<file path="src/rtl/loader_pkg.sv">
// Shared definitions for the UART instruction-memory loader.
package loader_pkg;

   // Byte that opens every program frame.
   localparam logic [7:0] SYNC_BYTE = 8'hA5;

   // Frame-level loader states.
   typedef enum logic [1:0] {
      IDLE = 2'd0,
      LEN  = 2'd1,
      DATA = 2'd2,
      CSUM = 2'd3
   } load_state_e;

   // Bit-level UART receiver states.
   typedef enum logic [1:0] {
      RX_IDLE  = 2'd0,
      RX_START = 2'd1,
      RX_DATA  = 2'd2,
      RX_STOP  = 2'd3
   } rx_state_e;

endpackage

</file>
<file path="src/rtl/uart_rx_byte.sv">
// 8N1 UART byte receiver: 2-flop synchronizer, mid-bit sampling,
// glitch rejection on the start bit, one-cycle valid/error pulses.
module uart_rx_byte
   import loader_pkg::*;
#(
   parameter int CLKS_PER_BIT = 868
) (
   input  logic       clk,
   input  logic       reset,
   input  logic       rx,
   output logic [7:0] data,
   output logic       byte_valid,
   output logic       frame_err
);

   localparam int CW = $clog2(CLKS_PER_BIT);
   localparam logic [CW-1:0] HALF = CW'(CLKS_PER_BIT / 2 - 1);
   localparam logic [CW-1:0] FULL = CW'(CLKS_PER_BIT - 1);

   rx_state_e   state_q, state_d;
   logic [2:0]  sync_q;
   logic [CW-1:0] cnt_q, cnt_d;
   logic [2:0]  bit_q, bit_d;
   logic [7:0]  shift_q, shift_d;
   logic        valid_q, valid_d;
   logic        ferr_q, ferr_d;
   logic        rx_s, rx_fall;

   // sync_q[1] is the synchronized line; sync_q[2] is its previous value.
   assign rx_s    = sync_q[1];
   assign rx_fall = sync_q[2] & ~sync_q[1];

   // State register.
   always_ff @(posedge clk or posedge reset) begin
      if (reset) state_q <= RX_IDLE;
      else       state_q <= state_d;
   end

   // Next-state: start edge, half-bit glitch check, 8 data bits, stop bit.
   always_comb begin
      state_d = state_q;
      unique case (state_q)
         RX_IDLE:  if (rx_fall) state_d = RX_START;
         RX_START: if (cnt_q == HALF) state_d = rx_s ? RX_IDLE : RX_DATA;
         RX_DATA:  if (cnt_q == FULL && bit_q == 3'd7) state_d = RX_STOP;
         RX_STOP:  if (cnt_q == FULL) state_d = RX_IDLE;
         default:  state_d = RX_IDLE;
      endcase
   end

   // Datapath next-state: bit timer, shift register and result pulses.
   always_comb begin
      cnt_d   = cnt_q + CW'(1);
      bit_d   = bit_q;
      shift_d = shift_q;
      valid_d = 1'b0;
      ferr_d  = 1'b0;
      unique case (state_q)
         RX_IDLE:  cnt_d = '0;
         RX_START: if (cnt_q == HALF) begin
            cnt_d = '0;
            bit_d = '0;
         end
         RX_DATA:  if (cnt_q == FULL) begin
            cnt_d   = '0;
            shift_d = {rx_s, shift_q[7:1]};
            bit_d   = bit_q + 3'd1;
         end
         RX_STOP:  if (cnt_q == FULL) begin
            cnt_d   = '0;
            valid_d = rx_s;
            ferr_d  = ~rx_s;
         end
         default:  cnt_d = '0;
      endcase
   end

   // Synchronizer and datapath registers; line idles high.
   always_ff @(posedge clk or posedge reset) begin
      if (reset) begin
         sync_q  <= 3'b111;
         cnt_q   <= '0;
         bit_q   <= '0;
         shift_q <= '0;
         valid_q <= 1'b0;
         ferr_q  <= 1'b0;
      end else begin
         sync_q  <= {sync_q[1:0], rx};
         cnt_q   <= cnt_d;
         bit_q   <= bit_d;
         shift_q <= shift_d;
         valid_q <= valid_d;
         ferr_q  <= ferr_d;
      end
   end

   assign data       = shift_q;
   assign byte_valid = valid_q;
   assign frame_err  = ferr_q;

endmodule

</file>
<file path="src/rtl/imem_uart_loader.sv">
// Frames a UART byte stream into little-endian 32-bit words and writes
// them sequentially into instruction memory, holding the CPU meanwhile.
module imem_uart_loader
   import loader_pkg::*;
#(
   parameter int CLKS_PER_BIT = 868,
   parameter int ADDR_W       = 7
) (
   input  logic              clk,
   input  logic              reset,
   input  logic              uart_rx,
   output logic              im_we,
   output logic [ADDR_W-1:0] im_addr,
   output logic [31:0]       im_wdata,
   output logic              cpu_hold,
   output logic              load_done,
   output logic              load_err,
   output logic [ADDR_W:0]   words_loaded
);

   localparam int LW = ADDR_W + 1;

   logic [7:0] rx_data;
   logic       rx_valid, rx_ferr;

   uart_rx_byte #(.CLKS_PER_BIT(CLKS_PER_BIT)) u_rx (
      .clk        (clk),
      .reset      (reset),
      .rx         (uart_rx),
      .data       (rx_data),
      .byte_valid (rx_valid),
      .frame_err  (rx_ferr)
   );

   load_state_e       state_q, state_d;
   logic [LW-1:0]     len_q, len_d;
   logic [LW-1:0]     words_q, words_d;
   logic [ADDR_W-1:0] addr_q, addr_d;
   logic [1:0]        idx_q, idx_d;
   logic [23:0]       word_q, word_d;     // first three bytes of the word
   logic [7:0]        csum_q, csum_d;
   logic              we_q, we_d;
   logic [ADDR_W-1:0] waddr_q, waddr_d;
   logic [31:0]       wdata_q, wdata_d;
   logic              hold_q, hold_d;
   logic              done_q, done_d;
   logic              err_q, err_d;
   logic              last_word;

   assign last_word = (words_q + LW'(1)) == len_q;

   // State register.
   always_ff @(posedge clk or posedge reset) begin
      if (reset) state_q <= IDLE;
      else       state_q <= state_d;
   end

   // Next-state: a framing error anywhere inside a frame aborts to IDLE.
   always_comb begin
      state_d = state_q;
      if (state_q != IDLE && rx_ferr) begin
         state_d = IDLE;
      end else if (rx_valid) begin
         unique case (state_q)
            IDLE:    if (rx_data == SYNC_BYTE) state_d = LEN;
            LEN:     state_d = DATA;
            DATA:    if (idx_q == 2'd3 && last_word) state_d = CSUM;
            CSUM:    state_d = IDLE;
            default: state_d = IDLE;
         endcase
      end
   end

   // Datapath next-state: word assembly, address/count, checksum, flags.
   always_comb begin
      len_d   = len_q;
      words_d = words_q;
      addr_d  = addr_q;
      idx_d   = idx_q;
      word_d  = word_q;
      csum_d  = csum_q;
      we_d    = 1'b0;
      waddr_d = waddr_q;
      wdata_d = wdata_q;
      hold_d  = hold_q;
      done_d  = 1'b0;
      err_d   = err_q;
      if (state_q != IDLE && rx_ferr) begin
         hold_d = 1'b0;
         err_d  = 1'b1;
      end else if (rx_valid) begin
         unique case (state_q)
            IDLE: if (rx_data == SYNC_BYTE) begin
               hold_d  = 1'b1;
               err_d   = 1'b0;
               words_d = '0;
               addr_d  = '0;
               idx_d   = '0;
               csum_d  = '0;
            end
            // A zero length byte means a full memory image.
            LEN: len_d = (rx_data == 8'd0) ? (LW'(1) << ADDR_W) : LW'(rx_data);
            DATA: begin
               csum_d = csum_q ^ rx_data;
               word_d = {rx_data, word_q[23:8]};
               idx_d  = idx_q + 2'd1;
               if (idx_q == 2'd3) begin
                  we_d    = 1'b1;
                  waddr_d = addr_q;
                  wdata_d = {rx_data, word_q};
                  addr_d  = addr_q + ADDR_W'(1);
                  words_d = words_q + LW'(1);
                  idx_d   = '0;
               end
            end
            CSUM: begin
               hold_d = 1'b0;
               if (rx_data == csum_q) done_d = 1'b1;
               else                   err_d  = 1'b1;
            end
            default: hold_d = 1'b0;
         endcase
      end
   end

   // Datapath and output registers.
   always_ff @(posedge clk or posedge reset) begin
      if (reset) begin
         len_q   <= '0;
         words_q <= '0;
         addr_q  <= '0;
         idx_q   <= '0;
         word_q  <= '0;
         csum_q  <= '0;
         we_q    <= 1'b0;
         waddr_q <= '0;
         wdata_q <= '0;
         hold_q  <= 1'b0;
         done_q  <= 1'b0;
         err_q   <= 1'b0;
      end else begin
         len_q   <= len_d;
         words_q <= words_d;
         addr_q  <= addr_d;
         idx_q   <= idx_d;
         word_q  <= word_d;
         csum_q  <= csum_d;
         we_q    <= we_d;
         waddr_q <= waddr_d;
         wdata_q <= wdata_d;
         hold_q  <= hold_d;
         done_q  <= done_d;
         err_q   <= err_d;
      end
   end

   assign im_we        = we_q;
   assign im_addr      = waddr_q;
   assign im_wdata     = wdata_q;
   assign cpu_hold     = hold_q;
   assign load_done    = done_q;
   assign load_err     = err_q;
   assign words_loaded = words_q;

endmodule

</file>
<file path="config.mk">
export PLATFORM = sky130hd
export DESIGN_NAME = imem_uart_loader
export DESIGN_NICKNAME = d
export VERILOG_FILES = /design/src/rtl/loader_pkg.sv /design/src/rtl/uart_rx_byte.sv /design/src/rtl/imem_uart_loader.sv
export SDC_FILE = /design/constraint.sdc
export NUM_CORES = 1
export LEC_CHECK = 0
export ABC_AREA = 0
export CAP_MARGIN = 20
export CORE_UTILIZATION = 45
export CTS_CLUSTER_DIAMETER = 40
export DETAILED_ROUTE_END_ITERATION = 10
export GPL_ROUTABILITY_DRIVEN = 1
export PLACE_DENSITY_LB_ADDON = 0.05
export SLEW_MARGIN = 10
export SYNTH_ARGS = -nofsm -noshare
export SYNTH_HDL_FRONTEND = slang
export SYNTH_SLANG_ARGS = --single-unit
</file>
<file path="constraint.sdc">
create_clock -name clk -period 5.2 [get_ports clk]
set_input_delay 0.52 -clock clk [delete_from_list [all_inputs] [get_ports clk]]
set_output_delay 0.52 -clock clk [all_outputs]
set_load 0.03 [all_outputs]
</file>
==> impl_metrics.csv, run 1 <==
group,metric,value,unit
yosys,synthesis.nets,585,
floorplanning,num_rows,41,
layout,layout_commonest_cell,"nand2_1",
power_and_ir_drop,max-vdd-ir-drop,231.5,uV
layout,regArea,0.003257,mm^2
flow_run,maxCapViolations,0,
placement,dp_hpwl,7874,um
timing,finalCritPeriodShare,55.38,%
floorplanning,start_util,46.22,%
layout,final_layout_size_suffix_gt1_share,13.52,%
yosys,synth.distinct_cells,52,
hold_path,min_path_type,"reg -> reg",
critical_path,worst_setup_path_end_kind,"flip-flop",
cts,cts_root_buf,"clkbuf_16",
status,outcome,"completed",
detailed_routing,post_drt_wl_per_cell,14.83,um
placement,gp_congestion,0.8115,
yosys,syn_avg_cell_area,10.22,um^2
cts,insertion_delay,410,ps
timing,setup_viol,0,
hold_path,hold_start,"u_rx.sync_q[0]",
layout,layout_common_cells,"nand2_1 (148), dfrtp_1 (127), clkdlybuf4s50_1 (53)",
detailed_routing,drcViolationCount,0,
placement,numPortBuffers,53,
timing,fin_skew,7.728,ps
yosys,yosysSeqAreaShare,55.83,%
timing,max_slew_margin,36.03,%
critical_path,crit_start,"state_q[0]",
power_and_ir_drop,power_density,321.7,mW/mm^2
critical_path,crit_path_max_fanout,15,
cts,hold_buffers,0,
yosys,yosys_warnings,0,
yosys,synth_flop_cell,"dfrtp_1",
floorplanning,dieArea,0.01342,mm^2
yosys,synth-seq-cells,130,
detailed_routing,drtIter0Drc,325,
timing,worst_pin_slew,959.5,ps
timing,min_period,2880,ps
cts,cts_buffers,17,
layout,num-fill-cells,1163,
timing,rsz0062_at_grt,"false",
yosys,synth_edf_count,0,
timing,fin_tns_setup,0,ps
cts,postCtsSetupRepairBufs,0,
critical_path,critPathArrivalTime,3220,ps
cts,cts_max_path_buffers,2,
timing,timing.fmax,347.3,MHz
yosys,synthArstFlopShare,100.0,%
timing,final-max-slew-violation-count,0,
layout,syn_to_final_growth,22.24,%
cts,cts_resized,0,
floorplanning,die_h,115.9,um
global_routing,antenna_found_initial,0,
global_routing,grt_max_degree,47,
detailed_routing,vias_per_cell,5.202,
layout,multiInputGateArea,0.002417,mm^2
detailed_routing,drtPass1Iterations,4,
cts,cts-htree-levels,4,
layout,finish.utilization,56.50,%
layout,diodes,0,
cts,tritoncts,"built",
critical_path,path_class,"reg -> reg",
floorplanning,core_area,0.01262,mm^2
timing,holdWs,355.2,ps
detailed_routing,ant_nets,0,
cts,path_clk_slew,60,ps
critical_path,worstReg2RegStart,"state_q[0]",
timing,hold_viol_final,0,
floorplanning,io_pins,54,
layout,final_nets,637,
yosys,syn_area,0.005833,mm^2
critical_path,cp.required,5540,ps
critical_path,start_kind,"flip-flop",
global_routing,grt_pass1_vias,4106,
global_routing,grt_usage,19.97,%
floorplanning,die_w,115.9,um
global_routing,grt_overflow,0,
yosys,postSynthCellCount,571,
detailed_routing,dr_total_vias,4203,
global_routing,grt_pass1_wl,20360,um
power_and_ir_drop,power_leakage,3.428,nW
cts,cts_sinks,130,
detailed_routing,drt-total-wl,11990,um
## critical path: stages, from the launching register on
cell and delay (ps):
dfrtp_1 430, inv_1 100, ha_1 530, nor2b_1 240, o21ai_0 190, a221oi_4 560, nand2_4 100, or4_1 510
a21oi_1 150
## kinds of logic after synthesis
family / Yosys count / share of synthesized area, %
mux: 40 / 7.722
xor+xnor: 23 / 3.453
flops: 130 / 55.83
simple gates: 253 / 19.91
fa+ha+maj: 11 / 2.359
compound gates: 73 / 8.001
buf+inv: 41 / 2.724
## flip-flops by register name, summed over array words and instances, names as in the netlist, named ones only
signal	cells
word_q	24
u_rx.state_q	1
csum_q	8
u_rx.byte_valid	1
len_q	8
u_rx.sync_q	3
load_err	1
state_q	2
im_wdata	32
cpu_hold	1
u_rx.data	8
addr_q	7
idx_q	2
u_rx.cnt_q	10
im_we	1
load_done	1
u_rx.frame_err	1
words_loaded	8
im_addr	7
u_rx.bit_q	3
## power breakdown
group | total (mW) | leakage [nW] | switching, mW | internal (mW)
clock | 1.16 | 0.287 | 0.422 | 0.741
sequential | 1.05 | 1.80 | 0.0242 | 1.03
combinational | 0.0770 | 1.34 | 0.0542 | 0.0228
## final timing paths
path                             endpoint  slack, ps  cells past startpoint
hold reg to reg            u_rx.sync_q[1]        360                      0
min in group asynchronous    im_wdata[16]        530                      2
setup / recovery                addr_q[6]       2320                      8
hold / removal             u_rx.sync_q[1]        360                      0
max in group asynchronous       csum_q[5]       3680                      3
setup reg to reg                addr_q[6]       2320                      8
## Yosys cell counts, types with 3 or more instances
master / number / share of area, %
o31ai_1: 4 / 0.51
nor2_1: 27 / 1.7
and3_1: 4 / 0.43
nand2b_1: 12 / 1.3
nor4_1: 3 / 0.32
inv_1: 15 / 0.97
nand3_1: 17 / 1.5
xor2_1: 11 / 1.7
or3_1: 3 / 0.32
dfrtp_1: 127 / 54
a31oi_1: 3 / 0.32
dfstp_2: 3 / 1.4
mux2_2: 40 / 7.7
a22o_1: 3 / 0.45
nand4_1: 9 / 0.97
nand2_1: 148 / 9.5
ha_1: 11 / 2.4
nor3_1: 4 / 0.34
nor2b_1: 7 / 0.75
buf_2: 3 / 0.26
o21ai_0: 35 / 3.0
xnor2_1: 12 / 1.8
clkbuf_1: 20 / 1.3
and2_1: 4 / 0.43
a21oi_1: 9 / 0.77
## layer usage
| metal | track usage (%) | vias up | wire (um) |
|---|---|---|---|
| met5 | 0 | - | 0 |
| met4 | 8.718 | 0 | 227 |
| met3 | 4.446 | 19 | 379 |
| met2 | 30.71 | 75 | 5437 |
| met1 | 27.20 | 2069 | 5941 |
| li1 | - | 2040 | - |
## area by class of cell
cell class                 count  area share [%]
sequential                   130           45.67
inverter                      15          0.8247
clock buffer                  23           6.703
tap                          172           3.018
multi-input combinational    400           33.90
clock inverter                 9           1.474
timing repair buffer          59           8.405
## stage by stage
stage          std cells  power, mW  worst slack, ps  area [um^2]
2_1_floorplan        571      1.130             1216         5833
5_1_grt              808      2.377             2121         7131
4_1_cts              806      2.321             2356         7092
6_report             808      2.294             2320         7131
3_3_place_gp         774      1.150             2412         6509
3_5_place_dp         774      1.153             2375         6509
No activity file was read; power rests on OpenSTA's default activity.
==> inputs of run 2 (changes only) <==
==> constraint.sdc (replaced) <==
create_clock -name clk -period 2.5 [get_ports clk]
set_input_delay 0.25 -clock clk [delete_from_list [all_inputs] [get_ports clk]]
set_output_delay 0.25 -clock clk [all_outputs]
set_load 0.03 [all_outputs]
==> impl_metrics.csv, run 2 (synthesized netlist as in run 1, its figures left out) <==
group,metric,value,unit
global_routing,antenna_found_initial,0,
floorplanning,core_area,0.01262,mm^2
layout,diodes,0,
placement,dp.cells,790,
floorplanning,num_rows,41,
critical_path,crit_slowest_cell,"dfrtp_1",
global_routing,grt_pass1_vias,4348,
power_and_ir_drop,power_density,666.5,mW/mm^2
power_and_ir_drop,max-vdd-ir-drop,342.9,uV
layout,final_layout_size_suffix_gt1_share,15.85,%
detailed_routing,drtPass1Iterations,4,
detailed_routing,dr_total_vias,4244,
power_and_ir_drop,p_total,4.854,mW
timing,max_slew_margin,53.71,%
global_routing,grt_usage,20.75,%
critical_path,crit_chain,"inv_1 > ha_1 > buf_4 > nand2b_1 > o2111ai_1 > nor4_1 > and4_1 > nor2_1 > o22a_1",
detailed_routing,ant_nets,0,
layout,stdcell_count,822,
global_routing,grt_max_degree,42,
timing,rsz0062_at_grt,"false",
cts,cts_max_path_buffers,2,
critical_path,worst_setup_path_end_kind,"flip-flop",
cts,hold_buffers,0,
cts,cts-htree-levels,4,
layout,finish.utilization,57.71,%
critical_path,crit_path_max_fanout,7,
layout,layout_commonest_cell,"nand2_1",
critical_path,path_class,"reg -> reg",
critical_path,path_buf_inv,2,
timing,fin_tns_setup,0,ps
critical_path,cpPeakStageDelay,430,ps
timing,finalCritPeriodShare,95.28,%
global_routing,grt_pass1_wl,20970,um
critical_path,cp.required,2800,ps
detailed_routing,post_drt_wl_per_cell,15.01,um
layout,num-fill-cells,1132,
timing,worst_pin_slew,692.9,ps
timing,fin_skew,4.177,ps
timing,hold_viol_final,0,
cts,tritoncts,"built",
status,outcome,"completed",
critical_path,critPathArrivalTime,2680,ps
cts,insertion_delay,420,ps
floorplanning,die_w,115.9,um
floorplanning,io_pins,54,
layout,multiInputGateArea,0.002420,mm^2
critical_path,start_kind,"flip-flop",
cts,cts_buffers,17,
placement,dp_hpwl,8310,um
detailed_routing,vias_per_cell,5.163,
detailed_routing,drcViolationCount,0,
detailed_routing,drtIter0Drc,230,
layout,layout_common_cells,"nand2_1 (148), dfrtp_1 (127), clkdlybuf4s50_1 (53)",
timing,timing.fmax,419.8,MHz
flow_run,maxCapViolations,0,
detailed_routing,drt-total-wl,12340,um
layout,syn_to_final_growth,24.86,%
power_and_ir_drop,power_leakage,3.517,nW
cts,cts_sinks,130,
floorplanning,start_util,46.22,%
global_routing,grt_overflow,0,
placement,numPortBuffers,53,
cts,path_clk_slew,50,ps
layout,final_nets,652,
floorplanning,die_h,115.9,um
timing,final-max-slew-violation-count,0,
timing,min_period,2382,ps
critical_path,cp_top_family,"simple AND/OR/NAND/NOR gates",
hold_path,min_path_type,"in -> reg",
layout,largest_reg_flops,32,
cts,cts_root_buf,"clkbuf_16",
placement,gp_congestion,0.8922,
floorplanning,dieArea,0.01342,mm^2
layout,regArea,0.003257,mm^2
timing,setup_viol,0,
[run 2: layer usage]
metal | GRT usage, % | wire length, um | share of wire, %
met1 | 26.80 | 5965 | 48
met5 | 0 | 0 | 0
met3 | 5.701 | 470 | 3.8
met4 | 8.632 | 187 | 1.5
met2 | 32.98 | 5716 | 46
[run 2: path summary, 6_finish.rpt]
path                                start              to  slack [ps]  depth (start not counted)
setup / recovery               state_q[0]        load_err         120                          9
hold / removal                    uart_rx  u_rx.sync_q[0]         240                          1
setup reg to reg               state_q[0]        load_err         120                          9
hold reg to reg            u_rx.sync_q[0]  u_rx.sync_q[1]         360                          0
max in group asynchronous           reset     im_wdata[7]        1550                          3
min in group asynchronous           reset    im_wdata[11]         280                          2
[run 2: metrics by stage]
stage               hold WS (ps)  setup slack, ps  instance area, um^2
global route               219.1            4.977                 7283
global placement           346.3            204.9                 6680
CTS                        221.0            84.56                 7273
detailed placement         352.7            121.0                 6680
floorplan                  254.5            236.6                 5837
finish                     235.5            118.0                 7283
[run 2: layout make-up]
type / instances / area share [%]
clock buffer: 20 / 6.270
inverter: 15 / 0.8246
timing repair buffer: 74 / 10.14
tap: 172 / 2.955
multi-input combinational: 400 / 33.22
clock inverter: 11 / 1.873
sequential: 130 / 44.72
[run 2: worst reg2reg max path, stage by stage, from the launching register on]
cell       delay [ps]
dfrtp_1           430
inv_1             110
ha_1              170
buf_4             150
nand2b_1          290
o2111ai_1         180
nor4_1            420
and4_1            290
nor2_1             50
o22a_1            170
[run 2: what timing repair did]
| action | 4_1_cts | 5_1_grt |
|---|---|---|
| resized for setup | 0 | 2 |
| setup endpoints to repair | 0 | 3 |
| setup buffers | 0 | 1 |
[run 2: power breakdown]
| group | switching [mW] | leakage [nW] | internal [mW] | total (mW) |
|---|---|---|---|---|
| clock | 0.870 | 0.295 | 1.60 | 2.47 |
| combinational | 0.117 | 1.42 | 0.0688 | 0.186 |
| sequential | 0.0538 | 1.80 | 2.14 | 2.20 |
| total | 1.04 | 3.52 | 3.81 | 4.85 |
==> inputs of run 3 (changes only) <==
==> constraint.sdc (replaced) <==
create_clock -name clk -period 2.1 [get_ports clk]
set_input_delay 0.42 -clock clk [delete_from_list [all_inputs] [get_ports clk]]
set_output_delay 0.42 -clock clk [all_outputs]
set_load 0.03 [all_outputs]
==> impl_metrics.csv, run 3 (synthesized netlist as in run 1, its figures left out) <==
group,metric,value,unit
timing,hold_viol_final,0,
detailed_routing,vias_per_cell,5.053,
detailed_routing,drcViolationCount,0,
timing,timing.fmax,495.6,MHz
layout,regArea,0.003261,mm^2
layout,layout_commonest_cell,"nand2_1",
critical_path,reg2reg_slack,120,ps
layout,multiInputGateArea,0.002466,mm^2
cts,insertion_delay,410,ps
critical_path,critPathArrivalTime,1600,ps
detailed_routing,drtPass1Iterations,4,
power_and_ir_drop,max-vdd-ir-drop,407.0,uV
hold_path,whs_path_depth,0,
detailed_routing,post_drt_wl_per_cell,14.52,um
critical_path,path_class,"reg -> out",
layout,stdcell_count,835,
critical_path,reg2reg_depth,6,
timing,final-max-slew-violation-count,0,
global_routing,antenna_found_initial,0,
detailed_routing,drt-total-wl,12130,um
layout,finish.utilization,58.49,%
critical_path,rr_endpoint,"addr_q[6]",
global_routing,grt_overflow,0,
floorplanning,io_pins,54,
floorplanning,core_area,0.01262,mm^2
timing,setup_viol,0,
global_routing,grt_max_degree,91,
floorplanning,die_h,115.9,um
critical_path,start_kind,"flip-flop",
hold_path,hold_start,"u_rx.sync_q[0]",
timing,fin_skew,5.994,ps
power_and_ir_drop,power_density,757.2,mW/mm^2
placement,numPortBuffers,53,
layout,diodes,0,
floorplanning,die_w,115.9,um
timing,min_period,2018,ps
critical_path,worst_setup_path_end_kind,"output port",
power_and_ir_drop,power_leakage,3.550,nW
layout,final_layout_size_suffix_gt1_share,19.31,%
floorplanning,dieArea,0.01342,mm^2
cts,cts-htree-levels,4,
global_routing,grt_usage,20.00,%
timing,finalCritPeriodShare,96.09,%
placement,gp_congestion,0.8526,
power_and_ir_drop,p_total,5.589,mW
floorplanning,num_rows,41,
floorplanning,start_util,46.22,%
layout,num-fill-cells,1120,
layout,final_nets,664,
global_routing,grt_pass1_vias,4156,
critical_path,cp.required,1680,ps
critical_path,crit_path_max_fanout,10,
cts,cts_root_buf,"clkbuf_16",
timing,worst_pin_slew,506.2,ps
cts,cts_max_path_buffers,2,
cts,tritoncts,"built",
detailed_routing,drtIter0Drc,260,
placement,dp.cells,800,
detailed_routing,ant_nets,0,
timing,finalWorstSetupSlack,82.05,ps
placement,dp_hpwl,8026,um
timing,max_slew_margin,66.25,%
cts,path_clk_slew,60,ps
placement,place_ws,-0.5156,ps
flow_run,maxCapViolations,0,
layout,layout_common_cells,"nand2_1 (147), dfrtp_1 (124), clkdlybuf4s50_1 (52)",
hold_path,min_path_type,"reg -> reg",
hold_path,whs_endpoint,"u_rx.sync_q[1]",
cts,cts_buffers,17,
layout,largest_reg_flops,32,
status,outcome,"completed",
layout,syn_to_final_growth,26.53,%
detailed_routing,dr_total_vias,4219,
critical_path,worstReg2RegStart,"u_rx.data[6]",
cts,cts_sinks,130,
global_routing,grt_pass1_wl,20400,um
-- run 3: worst max-delay path by stage --
stage	startpoint	endpoint	slack [ps]	cells past startpoint
2_1_floorplan	reset	words_loaded[0]	-70	1
3_3_place_gp	u_rx.data[1]	addr_q[6]	70	6
3_5_place_dp	u_rx.data[1]	addr_q[6]	-0.5	6
4_1_cts	u_rx.data[1]	addr_q[6]	9	6
5_1_grt	u_rx.data[6]	words_loaded[5]	-2	5
6_report	words_loaded[2]	words_loaded[2]	80	2
-- run 3: timing repair --
action | CTS | global route
resized for setup | 0 | 11
endpoints found under the setup margin | 1 | 6
hold buffers | 0 | 0
cloned | 0 | 0
setup buffers | 0 | 3
pin swaps | 1 | 6
-- run 3: final cells by class --
cell class	instances	share of cell area [%]
tap	172	2.916
inverter	15	0.8137
multi-input combinational	400	33.41
sequential	130	44.18
clock inverter	14	1.780
clock buffer	18	5.815
timing repair buffer	86	11.09
-- run 3: metrics by stage --
stage	cell area [um^2]	hold WS (ps)	TNS, ps
after floorplan	5856	345.2	-197.2
after global placement	6753	346.7	0
after detailed placement	6753	347.1	-0.5156
after CTS	7313	359.3	0
after global routing	7381	363.5	-2.227
final	7381	357.5	0
-- run 3: power breakdown --
part	internal [mW]	switching (mW)	total, mW
logic	0.0736	0.138	0.212
registers	2.55	0.0627	2.61
clock network	1.64	1.13	2.77
-- run 3: metal layers --
metal	GRT usage, %	wire [um]
met5	0	0
met2	31.03	5698
met4	8.205	181
met3	4.812	425
met1	26.97	5822
-- run 3: critical path: stages (launching register included) --
cell and delay (ps):
dfrtp_2 360, buf_4 160, clkdlybuf4s50_1 680
